[config.mk]
export PLATFORM = sky130hd
export DESIGN_NAME = branch_predict_resolve_unit
export DESIGN_NICKNAME = d
export VERILOG_FILES = /design/src/rtl/branch_predict_resolve_unit.sv
export SDC_FILE = /design/constraint.sdc
export NUM_CORES = 1
export LEC_CHECK = 0
export ABC_AREA = 1
export ABC_CLOCK_PERIOD_IN_PS = 2680
export CAP_MARGIN = 10
export CELL_PAD_IN_SITES_DETAIL_PLACEMENT = 1
export CELL_PAD_IN_SITES_GLOBAL_PLACEMENT = 1
export CORE_ASPECT_RATIO = 1.75
export CORE_MARGIN = 3
export CORE_UTILIZATION = 37
export DETAILED_ROUTE_END_ITERATION = 12
export GPL_TIMING_DRIVEN = 0
export PLACE_DENSITY = 0.89
export SLEW_MARGIN = 40
export SYNTH_ARGS = -nofsm -noshare
export SYNTH_HDL_FRONTEND = slang
export SYNTH_SLANG_ARGS = --single-unit
[constraint.sdc]
create_clock -name clk -period 2.68 [get_ports clk]
set_clock_uncertainty 0.2 [all_clocks]
set_input_delay 0.268 -clock clk [delete_from_list [all_inputs] [get_ports clk]]
set_output_delay 0.268 -clock clk [all_outputs]
set_load 0.05 [all_outputs]
[src/rtl/branch_predict_resolve_unit.sv]
// Branch resolve unit with a bimodal table of 2-bit saturating counters for prediction.
// Statistics counters are built only when the macro BRU_STATS_EN is defined.
module branch_predict_resolve_unit #(
    parameter int DATA_W    = 32,
    parameter int BHT_DEPTH = 64,
    parameter int IDX_W     = $clog2(BHT_DEPTH)
) (
    input  logic              clk,
    input  logic              rst,
    input  logic [31:0]       lookup_pc,
    output logic              predict_taken,
    input  logic              res_valid,
    input  logic [5:0]        res_code,
    input  logic [31:0]       res_pc,
    input  logic [DATA_W-1:0] res_op0,
    input  logic [DATA_W-1:0] res_op1,
    input  logic              res_pred,
    output logic              taken,
    output logic              mispredict,
    output logic [31:0]       stat_branches,
    output logic [31:0]       stat_mispredicts
);
    typedef enum logic [1:0] {
        SNT = 2'b00,
        WNT = 2'b01,
        WT  = 2'b10,
        ST  = 2'b11
    } ctr_t;

    localparam logic [5:0] C_BEQ  = 6'h03;
    localparam logic [5:0] C_BNE  = 6'h04;
    localparam logic [5:0] C_BLEZ = 6'h07;
    localparam logic [5:0] C_BGTZ = 6'h0F;
    localparam logic [5:0] C_BGEZ = 6'h11;
    localparam logic [5:0] C_BLTZ = 6'h13;

    ctr_t             r_bht [BHT_DEPTH];
    logic             r_taken;
    logic             r_mispredict;
    logic [IDX_W-1:0] w_lookupIdx;
    logic [IDX_W-1:0] w_resIdx;
    ctr_t             w_lookupCtr;
    ctr_t             w_resCtr;
    ctr_t             w_resCtrNext;
    logic             w_codeValid;
    logic             w_dir;
    logic             w_op0Neg;
    logic             w_op0Zero;
    logic             w_resolve;
    logic             w_unused;

    assign w_lookupIdx   = lookup_pc[IDX_W+1:2];
    assign w_resIdx      = res_pc[IDX_W+1:2];
    assign w_lookupCtr   = r_bht[w_lookupIdx];
    assign w_resCtr      = r_bht[w_resIdx];
    assign predict_taken = w_lookupCtr[1];
    assign w_op0Neg      = res_op0[DATA_W-1];
    assign w_op0Zero     = (res_op0 == '0);
    assign w_resolve     = res_valid & w_codeValid;
    assign taken         = r_taken;
    assign mispredict    = r_mispredict;
    assign w_unused      = ^{lookup_pc[31:IDX_W+2], lookup_pc[1:0],
                             res_pc[31:IDX_W+2], res_pc[1:0]};

    // Single-operand codes look only at the sign bit and zero-ness of op0.
    always_comb begin
        w_codeValid = 1'b1;
        w_dir       = 1'b0;
        case (res_code)
            C_BEQ:   w_dir = (res_op0 == res_op1);
            C_BNE:   w_dir = (res_op0 != res_op1);
            C_BLEZ:  w_dir = w_op0Neg | w_op0Zero;
            C_BGTZ:  w_dir = ~w_op0Neg & ~w_op0Zero;
            C_BGEZ:  w_dir = ~w_op0Neg;
            C_BLTZ:  w_dir = w_op0Neg;
            default: w_codeValid = 1'b0;
        endcase
    end

    always_comb begin
        w_resCtrNext = w_resCtr;
        case (w_resCtr)
            SNT: w_resCtrNext = w_dir ? WNT : SNT;
            WNT: w_resCtrNext = w_dir ? WT  : SNT;
            WT:  w_resCtrNext = w_dir ? ST  : WNT;
            ST:  w_resCtrNext = w_dir ? ST  : WT;
            default: w_resCtrNext = WNT;
        endcase
    end

    // Table writes land after the edge, so a same-cycle lookup sees the old counter.
    always_ff @(posedge clk) begin
        if (rst) begin
            for (int i = 0; i < BHT_DEPTH; i++) begin
                r_bht[i] <= WNT;
            end
            r_taken      <= 1'b0;
            r_mispredict <= 1'b0;
        end else begin
            r_taken      <= w_resolve & w_dir;
            r_mispredict <= w_resolve & (w_dir ^ res_pred);
            if (w_resolve) begin
                r_bht[w_resIdx] <= w_resCtrNext;
            end
        end
    end

`ifdef BRU_STATS_EN
    logic [31:0] r_statBranches;
    logic [31:0] r_statMispredicts;

    always_ff @(posedge clk) begin
        if (rst) begin
            r_statBranches    <= '0;
            r_statMispredicts <= '0;
        end else if (w_resolve) begin
            if (r_statBranches != 32'hFFFF_FFFF) begin
                r_statBranches <= r_statBranches + 32'd1;
            end
            if ((w_dir ^ res_pred) && (r_statMispredicts != 32'hFFFF_FFFF)) begin
                r_statMispredicts <= r_statMispredicts + 32'd1;
            end
        end
    end

    assign stat_branches    = r_statBranches;
    assign stat_mispredicts = r_statMispredicts;
`else
    assign stat_branches    = 32'd0;
    assign stat_mispredicts = 32'd0;
`endif

endmodule

Yosys cells after proc, flatten, opt, wreduce, memory -nomap -nowiden --
Memory sizes are Yosys's and may differ from the RTL's. Index checks and enable logic that the tools add are counted.
Operators by class: eq/ne operators 11, bitwise logic cells 8, reduce and logical (&&, ||, !) cells 4, muxes and demuxes 15
Operator list (count):
- $eq 32x32->1 | 1
- $logic_not 32->1 | 1
- $ne 32x32->1 | 1
- $eq 6x3->1 const B | 2
- $eq 6x5->1 const B | 2
- $mux 1 | 9
- $pmux 2 s4 | 1
- $eq 6x2->1 const B | 1
- $eq 6x4->1 const B | 1
- $mux 2 | 3
- $mux 6 | 1
- $pmux 1 s6 | 1
- $reduce_or 6->1 | 1
- $and 1x1->1 | 4
- $eq 2x2->1 const B | 2
- $eq 2x1->1 const B | 1
- $logic_not 2->1 | 1
- $not 1->1 | 2
- $reduce_or 2->1 | 1
- $or 1x1->1 | 1
- $xor 1x1->1 | 1
Storage, ports and cells: flip-flop bits (word level) 2, RAM bits 128, memories 1, logic and storage cells 41, bits of input ports 138
Memories:
- r_bht | depth 64, bits a word 2, read ports 2, clocked after Yosys merged registers in 0, write ports 64, RTL line 37 | ctr_t r_bht [BHT_DEPTH];

Longest topological paths before layout --
Gate-level depths: netlist (run 1).
word-level depth 9, gate-level depth with buffers 15, depth with buffers taken out 14

Worst setup path before layout (run 1) --
Ideal clock, no wire load.
kind in2reg, start input res_pc[2], end memory r_bht[0][0] in the netlist's numbering (data pin), setup slack 0.538 ns, path buffers 3, cell stages on the path 14, library setup time 0.262 ns, data arrival time 1.679 ns, cells stage by stage buf_2 buf_2 or2_0 o211ai_1 nand2_1 o21ai_1 nand2_1 nor2_1 nand2_1 inv_2 nand2_1 nand2_4 buf_4 nand3_1
RTL lines:
- from (decl) | RTL line 14 | input logic [31:0] res_pc,
- to (decl) | RTL line 37

==> results of run 1 <==
==> flip-flops by register name (all words and copies together), names as in the netlist <==
| register | count |
|---|---|
| taken | 1 |
| r_bht | 128 |
| mispredict | 1 |
==> per-stage QoR <==
stage	setup WS [ns]	total power, mW
final	0.0715	5.73
after global routing	0.00309	5.88
after CTS	-0.129	5.67
after detailed placement	-1.26	3.47
after global placement	-1.18	3.44
after floorplan	0.538	3.06
==> layout make-up <==
| class | instances | area (um^2) | share of cell area [%] |
|---|---|---|---|
| clock inverter | 10 | 92.6 | 0.820 |
| tap | 304 | 380 | 3.37 |
| clock buffer | 21 | 440 | 3.90 |
| buffer | 117 | 900 | 7.97 |
| sequential | 130 | 3880 | 34.4 |
| multi-input combinational | 825 | 3930 | 34.8 |
| timing repair buffer | 105 | 1030 | 9.13 |
| inverter | 167 | 633 | 5.61 |
==> worst max path at each step <==
stage	from	end	slack, ns	cells after the start
finish	res_pc[6]	r_bht[13][0]$_SDFFCE_PN1P_	0.07	11
global placement	lookup_pc[2]	predict_taken	-1.18	10
global route	res_code[4]	r_bht[49][1]$_SDFFCE_PN0P_	0.003	12
CTS	lookup_pc[2]	predict_taken	-0.13	10
floorplan	res_pc[2]	r_bht[0][0]$_SDFFCE_PN1P_	0.54	14
detailed placement	lookup_pc[2]	predict_taken	-1.26	10
==> tightest hold or removal path: stages <==
cell	delay [ns]
clkdlybuf4s50_1	0.42
nor2_1	0.11
nor2_1	0.05
==> cell families (layout without fill, tap and decap cells) <==
| group | count (synthesis) | count (layout) | share of synthesized area (%) |
|---|---|---|---|
| other | 1 | 64 | 0.0427 |
| DFF | 130 | 130 | 44.2 |
| xor gates and xnor gates | 26 | 26 | 2.59 |
| buffers and inverters | 284 | 420 | 16.1 |
| AOI/OAI and AO/OA | 126 | 126 | 7.98 |
| and+or+nand+nor | 609 | 609 | 29.1 |
==> routing by layer <==
metal / part of all wire [%] / GRT usage [%] / wire length [um]
met1: 31 / 23.6 / 10800
met2: 52 / 49.5 / 17900
met3: 6.9 / 6.01 / 2350
met4: 9.5 / 22.8 / 3260
met5: 0 / 0 / 0
==> power by group through the flow <==
stage / combinational (mW) / sequential [mW] / clock, mW
final: 1.22 / 2.31 / 2.20
after CTS: 1.17 / 2.31 / 2.19
after detailed placement: 1.12 / 2.35 / 0
after global routing: 1.29 / 2.32 / 2.28
after global placement: 1.09 / 2.35 / 0
after floorplan: 0.722 / 2.34 / 0
==> timing repair <==
action	in CTS	in global routing
hold endpoints to repair	0	0
gates resized for setup	81	35
cloned	0	0
buffers inserted	10	7
pin swaps	4	4
endpoints found under the setup margin	257	252
==> synth_stat cells <==
library cell	number
a21oi_1	18
and2_0	1
buf_1	1
buf_2	15
buf_4	75
buf_6	6
clkbuf_1	20
clkinv_1	1
conb_1	1
dfxtp_1	2
edfxtp_1	128
inv_1	162
inv_2	4
nand2_1	230
nand2_2	2
nand2_4	2
nand3_1	110
nand3b_1	1
nand4_1	3
nor2_1	220
nor2_2	1
nor2_4	2
nor3_1	10
o211ai_1	27
o21ai_0	66
o21ai_1	14
o21bai_1	1
or2_0	3
or2_1	5
or2_2	19
xnor2_1	26
==> reports/results.tsv, run 1 <==
stage	metric	value	unit
sta	tightest_slew	0.885	ns
placed_design	globalplace.congestion	0.997	
drt	drtIter0Drc	923	
global_route	track_usage	26.8	%
floorplan	chipWidth	122	um
sta	max_freq	383	MHz
critical_path	r2r_start	r_bht[56][1]$_SDFFCE_PN0P_	
pwr	switching_power	1.70	mW
cts	clock-root-buffer	clkbuf_16	
floorplan	die_h	210	um
sta	hold_violations	0	
critical_path	slowest_delay	0.66	ns
finish	num-nets-final	1501	
drt	vias	8855	
floorplan	design.die.area	25700	um^2
critical_path	r2r_slack	0.10	ns
finish	nFillCells	2927	
min_path	hold_path.class	input pin to flop	
critical_path	r2r.worst_path.cells	12	
critical_path	crit_buf_inv	4	
yosys	ys_warn_count	0	
finish	final_common_cell	nand2_1	
drt	dr.pass1.iters	5	
sta	holdWs	0.244	ns
global_route	grt_pass1_wl	50600	um
min_path	min-delay-start	res_pred	
drt	routed_wl	34300	um
outcome	status	finished clean	
critical_path	path_max_fanout	10	
floorplan	core	23300	um^2
pwr	power_density	508	nW/um^2
pwr	power.share.switching	29.7	%
pwr	pwr-share-seq	40.3	%
sta	rsz0062_at_grt	no	
drt	drc	0	
sta	period_minus_slack	2.61	ns
yosys	ys_top_cells_by_area	edfxtp_1 (44%), nand2_1 (9.8%), nor2_1 (9.4%), inv_1 (6.9%), buf_4 (6.4%)	
drt	wl_per_cell	20.4	um
sta	finalSetupViolCount	0	
yosys	synth.avg_cell_area	7.47	um^2
pwr	intPower	4.03	mW
pwr	ir_drop	0.475	mV
cts	postCtsHoldBufs	0	
critical_path	crit_arrival	2.58	ns
flow_run	drv_cap	0	
yosys	synth_cell_types	31	
pwr	power_frac_comb	21.2	%
critical_path	crit_required	2.65	ns
critical_path	slowest_stage	clkdlybuf4s50_1	
floorplan	fp-row-count	74	
global_route	antenna_found_initial	0	
placed_design	dpl-instance-area	10300	um^2
yosys	synth-seq-area-share	44.2	%
cts	insertion_delay	0.44	ns
floorplan	ios	205	
pwr	clkPwrFrac	38.4	%
critical_path	crit_type	input pin to flop	
sta	drv_slew	0	
sta	fin_setup_tns	0	ns
cts	cts_tree	built	
yosys	yosysTopAreaCellShare	43.8	%
finish	instances_no_fill	1679	
yosys	ys_ff_latch	130	
global_route	overflow	0	
drt	via_per_inst	5.27	
critical_path	worstPathCellList	clkdlybuf4s50_1 -> inv_2 -> nor3_4 -> o21ai_1 -> nand2_1 -> nor2_1 -> nand2_1 -> inv_2 -> nand2_4 -> buf_2 -> nand3_1	
critical_path	end_kind	flop	
placed_design	place.port_buffers	88	
sta	fin_crit_sh	97.3	%
critical_path	r2r_end	r_bht[13][0]$_SDFFCE_PN1P_	
cts	cts_max_path_buffers	2	
drt	antenna_left	0	
floorplan	start_util	37.6	%
global_route	grt_pass1_vias	9570	
placed_design	hpwlAfterDp	25100	um
global_route	grt_max_degree	17	
cts	cts_buffers	17	
pwr	p_leak	4.72	nW
placed_design	dp_cells	1631	
finish	drive_gt1_share	15.1	%
finish	diodes	0	
cts	clk_pin_slew	0.05	ns
yosys	synth_area_leader_cell	edfxtp_1	
yosys	syn-cell-area	8780	um^2
yosys	synth_cells	1176	
cts	cts.sinks	130	
min_path	min_delay_path_depth	3	
finish	fin_util	48.4	%
finish	syn_to_final_growth	28.5	%
min_path	min_to	mispredict$_SDFF_PP0_	
critical_path	crit_family	buffers and inverters	
sta	relSlewSlack	41.0	%
finish	layout_common_cells	nand2_1 (229), nor2_1 (220), inv_1 (159)	
cts	htree_levels	4	
critical_path	critPathLaunchType	input pin	
finish	fin_area	11300	um^2
(Power assumes the default switching activity.)
==> run 2, diff against run 1 <==
--- a/config.mk
+++ b/config.mk
@@ -14,7 +14,6 @@
 export CORE_MARGIN = 3
 export CORE_UTILIZATION = 37
 export DETAILED_ROUTE_END_ITERATION = 12
-export GPL_TIMING_DRIVEN = 0
 export PLACE_DENSITY = 0.89
 export SLEW_MARGIN = 40
 export SYNTH_ARGS = -nofsm -noshare
==> run 2 against run 1 <==
Net effect: critical path depth rose by 5; sequential share of layout area rose by 0.96 points; global-route usage fell by 1.8 points; count of clock-buffer cells in the layout fell by 1; design area fell by 2.7%; sequential cell count did not move; critical path type unchanged; largest power group unchanged.
==> reports/results.tsv, run 2 (synthesis results as in run 1) <==
stage	metric	value	unit	change
outcome	status	finished clean		
placed_design	place.port_buffers	88		unchanged
finish	syn_to_final_growth	25.0	%	
cts	cts_buffers	17		unchanged
global_route	grt_max_degree	65		+48
finish	num-nets-final	1459		-2.8%
finish	diodes	0		unchanged
cts	clk_pin_slew	0.05	ns	about the same
drt	wl_met1	9910	um	-7.9%
cts	postCtsHoldBufs	0		unchanged
floorplan	chipWidth	122	um	unchanged
sta	fin_setup_tns	0	ns	unchanged
floorplan	start_util	37.6	%	unchanged
global_route	grt_pass1_vias	9523		-0.49%
placed_design	globalplace.congestion	0.874		-12%
sta	max_freq	384	MHz	+0.15%
min_path	hold_path.class	input pin to flop		
floorplan	ios	205		unchanged
placed_design	hpwlAfterDp	21200	um	-16%
drt	highest_layer	met5		
pwr	total_power	5.65	mW	-1.4%
finish	layout_common_cells	nand2_1 (229), nor2_1 (218), inv_1 (160)		
critical_path	end_kind	flop		
sta	drv_slew	0		unchanged
sta	rsz0062_at_grt	no		
sta	hold_violations	0		unchanged
critical_path	path_max_fanout	36		+26
critical_path	critPathLaunchType	input pin		
drt	wl_per_cell	19.6	um	-4.2%
global_route	antenna_found_initial	1		+1
drt	vias	8743		-1.3%
drt	met3WireLength	2450	um	+4.3%
flow_run	drv_cap	0		unchanged
pwr	p_leak	4.53	nW	-3.8%
global_route	track_usage	25.0	%	-1.8 points
sta	setup_slack	0.0753	ns	+0.00382 ns
cts	htree_levels	4		unchanged
sta	finalSetupViolCount	0		unchanged
floorplan	design.die.area	25700	um^2	unchanged
placed_design	place_ws	-0.601	ns	+0.662 ns
global_route	grt_pass1_wl	48500	um	-4.2%
floorplan	core	23300	um^2	unchanged
sta	tightest_slew	0.770	ns	-0.115 ns
drt	routed_wl	32000	um	-6.7%
finish	final_common_cell	nand2_1		
drt	antenna_left	0		unchanged
global_route	overflow	0		unchanged
drt	dr.pass1.iters	5		unchanged
pwr	power_density	515	nW/um^2	+1.3%
cts	insertion_delay	0.44	ns	about the same
min_path	min_delay_path_depth	3		unchanged
sta	relSlewSlack	48.7	%	+7.7 points
critical_path	crit_required	2.64	ns	about the same
cts	cts_max_path_buffers	2		unchanged
pwr	ir_drop	0.256	mV	-46%
finish	regMostFlops	r_bht		
cts	cts.sinks	130		unchanged
finish	fin_util	47.1	%	-1.3 points
floorplan	fp-row-count	74		unchanged
drt	drc	0		unchanged
sta	period_minus_slack	2.60	ns	-0.00382 ns
critical_path	crit_type	input pin to flop		
finish	largest_reg_flops	128		unchanged
drt	via_per_inst	5.34		+1.3%
sta	fin_crit_sh	97.2	%	-0.14 points
cts	cts_tree	built		
drt	drtIter0Drc	681		-26%
floorplan	die_h	210	um	unchanged
cts	clock-root-buffer	clkbuf_16		
critical_path	crit_arrival	2.56	ns	-0.02 ns
finish	drive_gt1_share	11.6	%	-3.4 points
critical_path	r2r.worst_path.cells	12		unchanged
drt	wl_met2	17200	um	-4.2%
run 2: cell types whose count changed in the layout (fill, tap and decap cells not counted), sizes merged:
cell	delta
clkdlybuf4s50	+2
dlymetal6s2s	-4
clkinv	+1
clkbuf	-20
buf	-26
clkinvlp	-1
dlygate4sd2	+3
bufbuf	+2
run 2: final timing paths:
| path | slack [ns] | startpoint | endpoint |
|---|---|---|---|
| min | 0.25 | res_valid | taken$_SDFF_PP0_ |
| max | 0.08 | res_pc[3] | r_bht[14][0]$_SDFFCE_PN1P_ |
| max reg2reg | 0.09 | r_bht[60][1]$_SDFFCE_PN0P_ | r_bht[38][0]$_SDFFCE_PN1P_ |
| min reg2reg | 1.10 | r_bht[31][1]$_SDFFCE_PN0P_ | r_bht[45][0]$_SDFFCE_PN1P_ |
run 2: power by group:
group | leakage, nW | internal [mW] | switching [mW]
combinational | 3.06 | 0.384 | 0.755
clock | 0.261 | 1.33 | 0.869
sequential | 1.22 | 2.29 | 0.0264
total | 4.53 | 4.00 | 1.65
run 2: layer usage:
metal | global-route usage (%) | vias to the layer above
met5 | 0 | -
met4 | 18.3 | 2
met3 | 5.72 | 181
met2 | 46.0 | 508
met1 | 23.3 | 4145
li1 | - | 3907
run 2: worst max-delay path, cell delays in order:
cell	delay, ns
dlygate4sd2_1	0.31
buf_4	0.17
nor2_4	0.15
buf_4	0.21
buf_4	0.15
nand3_1	0.10
nand2_1	0.10
o21ai_2	0.09
nand2_1	0.11
nor2_1	0.06
nand2_1	0.15
inv_2	0.05
buf_4	0.13
nand2_2	0.11
buf_12	0.22
nand3_1	0.15
run 2: area by class of cell:
cell class	count	area (um^2)
clock buffer	20	437
clock inverter	10	93.8
fill	2910	12400
inverter	167	627
multi-input combinational	825	3750
sequential	130	3880
tap	304	380
timing repair buffer	180	1810
run 2: repair_timing:
item / in CTS / in global routing
pin swaps: 0 / 3
setup buffers: 0 / 1
endpoints found under the hold margin: 0 / 0
endpoints found under the setup margin: 129 / 109
cloned: 2 / 1
resized for setup: 12 / 14
run 2: through the flow:
step | cells | area (um^2) | hold slack (ns)
2_1_floorplan | 1239 | 9020 | 0.203
3_3_place_gp | 1602 | 10300 | 0.663
3_5_place_dp | 1602 | 10300 | 0.701
4_1_cts | 1634 | 10900 | 0.240
5_1_grt | 1636 | 11000 | 0.257
6_report | 1636 | 11000 | 0.246
==> run 3, diff against run 2 <==
--- a/config.mk
+++ b/config.mk
@@ -10,7 +10,7 @@
 export CAP_MARGIN = 10
 export CELL_PAD_IN_SITES_DETAIL_PLACEMENT = 1
 export CELL_PAD_IN_SITES_GLOBAL_PLACEMENT = 1
-export CORE_ASPECT_RATIO = 1.75
+export CORE_ASPECT_RATIO = 0.9
 export CORE_MARGIN = 3
 export CORE_UTILIZATION = 37
 export DETAILED_ROUTE_END_ITERATION = 12
==> run 3 against run 2 <==
Net effect: utilization grew 1.2 points; non-clock buffer count shrank 11; die area shrank 0.27%; global-route usage shrank 1.5 points; fmax grew 2.0%; critical endpoint is now predict_taken; first-iteration DRC count shrank 2.5%; largest cell class unchanged; hold slack gained 0.027 ns; sequential power is essentially flat; combinational power is essentially flat; critical path depth shrank 6; largest power group is now the clock network; count of clock-buffer cells in the layout grew 3; via count shrank 3.4%.
==> reports/results.tsv, run 3 (synthesis results as in run 1) <==
stage	metric	value	unit	change
finish	syn_to_final_growth	25.9	%	
sta	holdWs	0.273	ns	+0.0273 ns
placed_design	dp_cells	1586		-1.0%
sta	max_freq	392	MHz	+2.0%
floorplan	chipWidth	168	um	+38%
sta	drv_slew	0		unchanged
finish	fin_area	11100	um^2	+0.68%
critical_path	slowest_stage	clkdlybuf4s50_1		
pwr	switching_power	1.66	mW	+0.86%
cts	cts_max_path_buffers	2		unchanged
floorplan	core	22900	um^2	-1.8%
sta	period_minus_slack	2.55	ns	-0.0507 ns
critical_path	r2r_slack	0.15	ns	+0.06 ns
placed_design	place_ws	-0.543	ns	+0.0580 ns
cts	htree_levels	4		unchanged
pwr	power_frac_comb	18.4	%	-1.7 points
sta	fin_crit_sh	95.3	%	-1.9 points
floorplan	ios	205		unchanged
finish	largest_reg_flops	128		unchanged
min_path	hold_path.class	input pin to flop		
pwr	power_density	549	nW/um^2	+6.7%
drt	routed_wl	31300	um	-2.1%
critical_path	end_kind	output port		
drt	drc	0		unchanged
pwr	power.share.switching	27.4	%	-1.8 points
cts	insertion_delay	0.43	ns	about the same
outcome	status	finished clean		
critical_path	slowest_delay	0.51	ns	+0.20 ns
drt	antenna_left	0		unchanged
pwr	ir_drop	0.515	mV	+100%
floorplan	start_util	38.3	%	+0.71 points
drt	via_per_inst	5.21		-2.4%
cts	cts.sinks	130		unchanged
placed_design	globalplace.congestion	0.845		-3.4%
finish	final_common_cell	nand2_1		
drt	drtIter0Drc	664		-2.5%
global_route	track_usage	23.5	%	-1.5 points
critical_path	path_max_fanout	28		-22%
global_route	antenna_found_initial	0		-1
min_path	min-delay-start	res_pred		
finish	regMostFlops	r_bht		
sta	fin_setup_tns	0	ns	unchanged
drt	wl_per_cell	19.3	um	-1.1%
finish	drive_gt1_share	11.6	%	about the same
pwr	total_power	6.07	mW	+7.5%
global_route	grt_pass1_vias	8929		-6.2%
pwr	clkPwrFrac	43.5	%	+4.5 points
critical_path	crit_arrival	2.09	ns	-0.47 ns
floorplan	fp-row-count	52		-30%
cts	clk_pin_slew	0.06	ns	about the same
finish	num-nets-final	1448		-0.75%
cts	cts_post_setup_buffers_inserted	0		unchanged
placed_design	hpwlAfterDp	21200	um	-0.23%
sta	setup_slack	0.126	ns	+0.0507 ns
critical_path	crit_family	buffers and inverters		
finish	instances_no_fill	1620		-0.98%
cts	clock-root-buffer	clkbuf_16		
finish	layout_common_cells	nand2_1 (229), nor2_1 (219), inv_1 (160)		
sta	hold_violations	0		unchanged
sta	relSlewSlack	45.8	%	-2.8 points
critical_path	crit_type	input pin to output port		
critical_path	crit_buf_inv	4		-3
flow_run	drv_cap	0		unchanged
global_route	grt_pass1_wl	47500	um	-1.9%
floorplan	die_h	152	um	-27%
global_route	overflow	0		unchanged
finish	diodes	0		unchanged
critical_path	r2r_start	r_bht[4][1]$_SDFFCE_PN0P_		
sta	finalSetupViolCount	0		unchanged
floorplan	design.die.area	25600	um^2	-0.27%
critical_path	crit_top_cell	o21ai_0		
placed_design	dpl-instance-area	10300	um^2	-0.47%
global_route	grt_max_degree	65		unchanged
critical_path	crit_required	2.21	ns	-0.43 ns
critical_path	crit_start	lookup_pc[3]		
pwr	pwr-share-seq	38.0	%	-2.9 points
finish	fin_util	48.3	%	+1.2 points
critical_path	worstPathCellList	clkdlybuf4s50_1 -> buf_12 -> buf_4 -> o21ai_0 -> o21ai_0 -> o21ai_1 -> nand3_1 -> nand3b_1 -> nand2_2 -> buf_8		
critical_path	critPathLaunchType	input pin		
placed_design	place.port_buffers	88		unchanged
drt	vias	8447		-3.4%
pwr	intPower	4.41	mW	+10%
cts	cts_tree	built		
cts	cts_buffers	17		unchanged
sta	tightest_slew	0.812	ns	+0.0426 ns
drt	dr.pass1.iters	5		unchanged
pwr	p_leak	4.55	nW	+0.32%
==> run 3: cell count changes in the layout (fill, tap and decap cells not counted), sizes merged, moves of 2 or more <==
cell	before	now
buf	91	81
clkinv	9	4
clkbuf	21	25
bufinv	2	5
bufbuf	2	0
dlygate4sd2	3	1
dlymetal6s2s	0	2
==> run 3: final timing paths <==
| kind | end | cells after the start |
|---|---|---|
| hold reg to reg | r_bht[49][0]$_SDFFCE_PN1P_ | 9 |
| setup / recovery | predict_taken | 10 |
| hold / removal | mispredict$_SDFF_PP0_ | 3 |
| setup reg to reg | r_bht[7][0]$_SDFFCE_PN1P_ | 12 |
==> run 3: timing repair <==
action	CTS	global route
gates resized for setup	5	34
hold buffers	0	0
hold endpoints to repair	0	0
gates cloned	0	2
setup endpoints to repair	65	129
pin swaps	0	10
==> run 3: cell type report <==
type                            count  area [um^2]
Clock buffer                       23          488
Clock inverter                      9          176
Fill cell                        2780        11800
Inverter                          167          627
Multi-Input combinational cell    825         3760
Sequential cell                   130         3880
Tap cell                          297          372
Timing Repair Buffer              169         1750
==> run 3: per-layer routing <==
layer	vias to the layer above	wire [um]	track usage (%)
met2	351	16400	42.7
met4	0	1230	10.8
li1	3892	-	-
met5	-	0	0
met3	82	1960	3.71
met1	4122	11700	27.0
==> run 3: tightest hold or removal path: stages <==
cell and delay, ns:
clkdlybuf4s50_1 0.42, nor2_1 0.12, nor2_1 0.05
==> run 3: power groups by stage <==
| stage | sequential [mW] | combinational (mW) | clock (mW) |
|---|---|---|---|
| after floorplan | 2.34 | 0.722 | 0 |
| after global placement | 2.35 | 1.02 | 0 |
| after detailed placement | 2.35 | 1.06 | 0 |
| after CTS | 2.31 | 1.08 | 2.65 |
| after global routing | 2.31 | 1.20 | 2.74 |
| final | 2.31 | 1.12 | 2.64 |
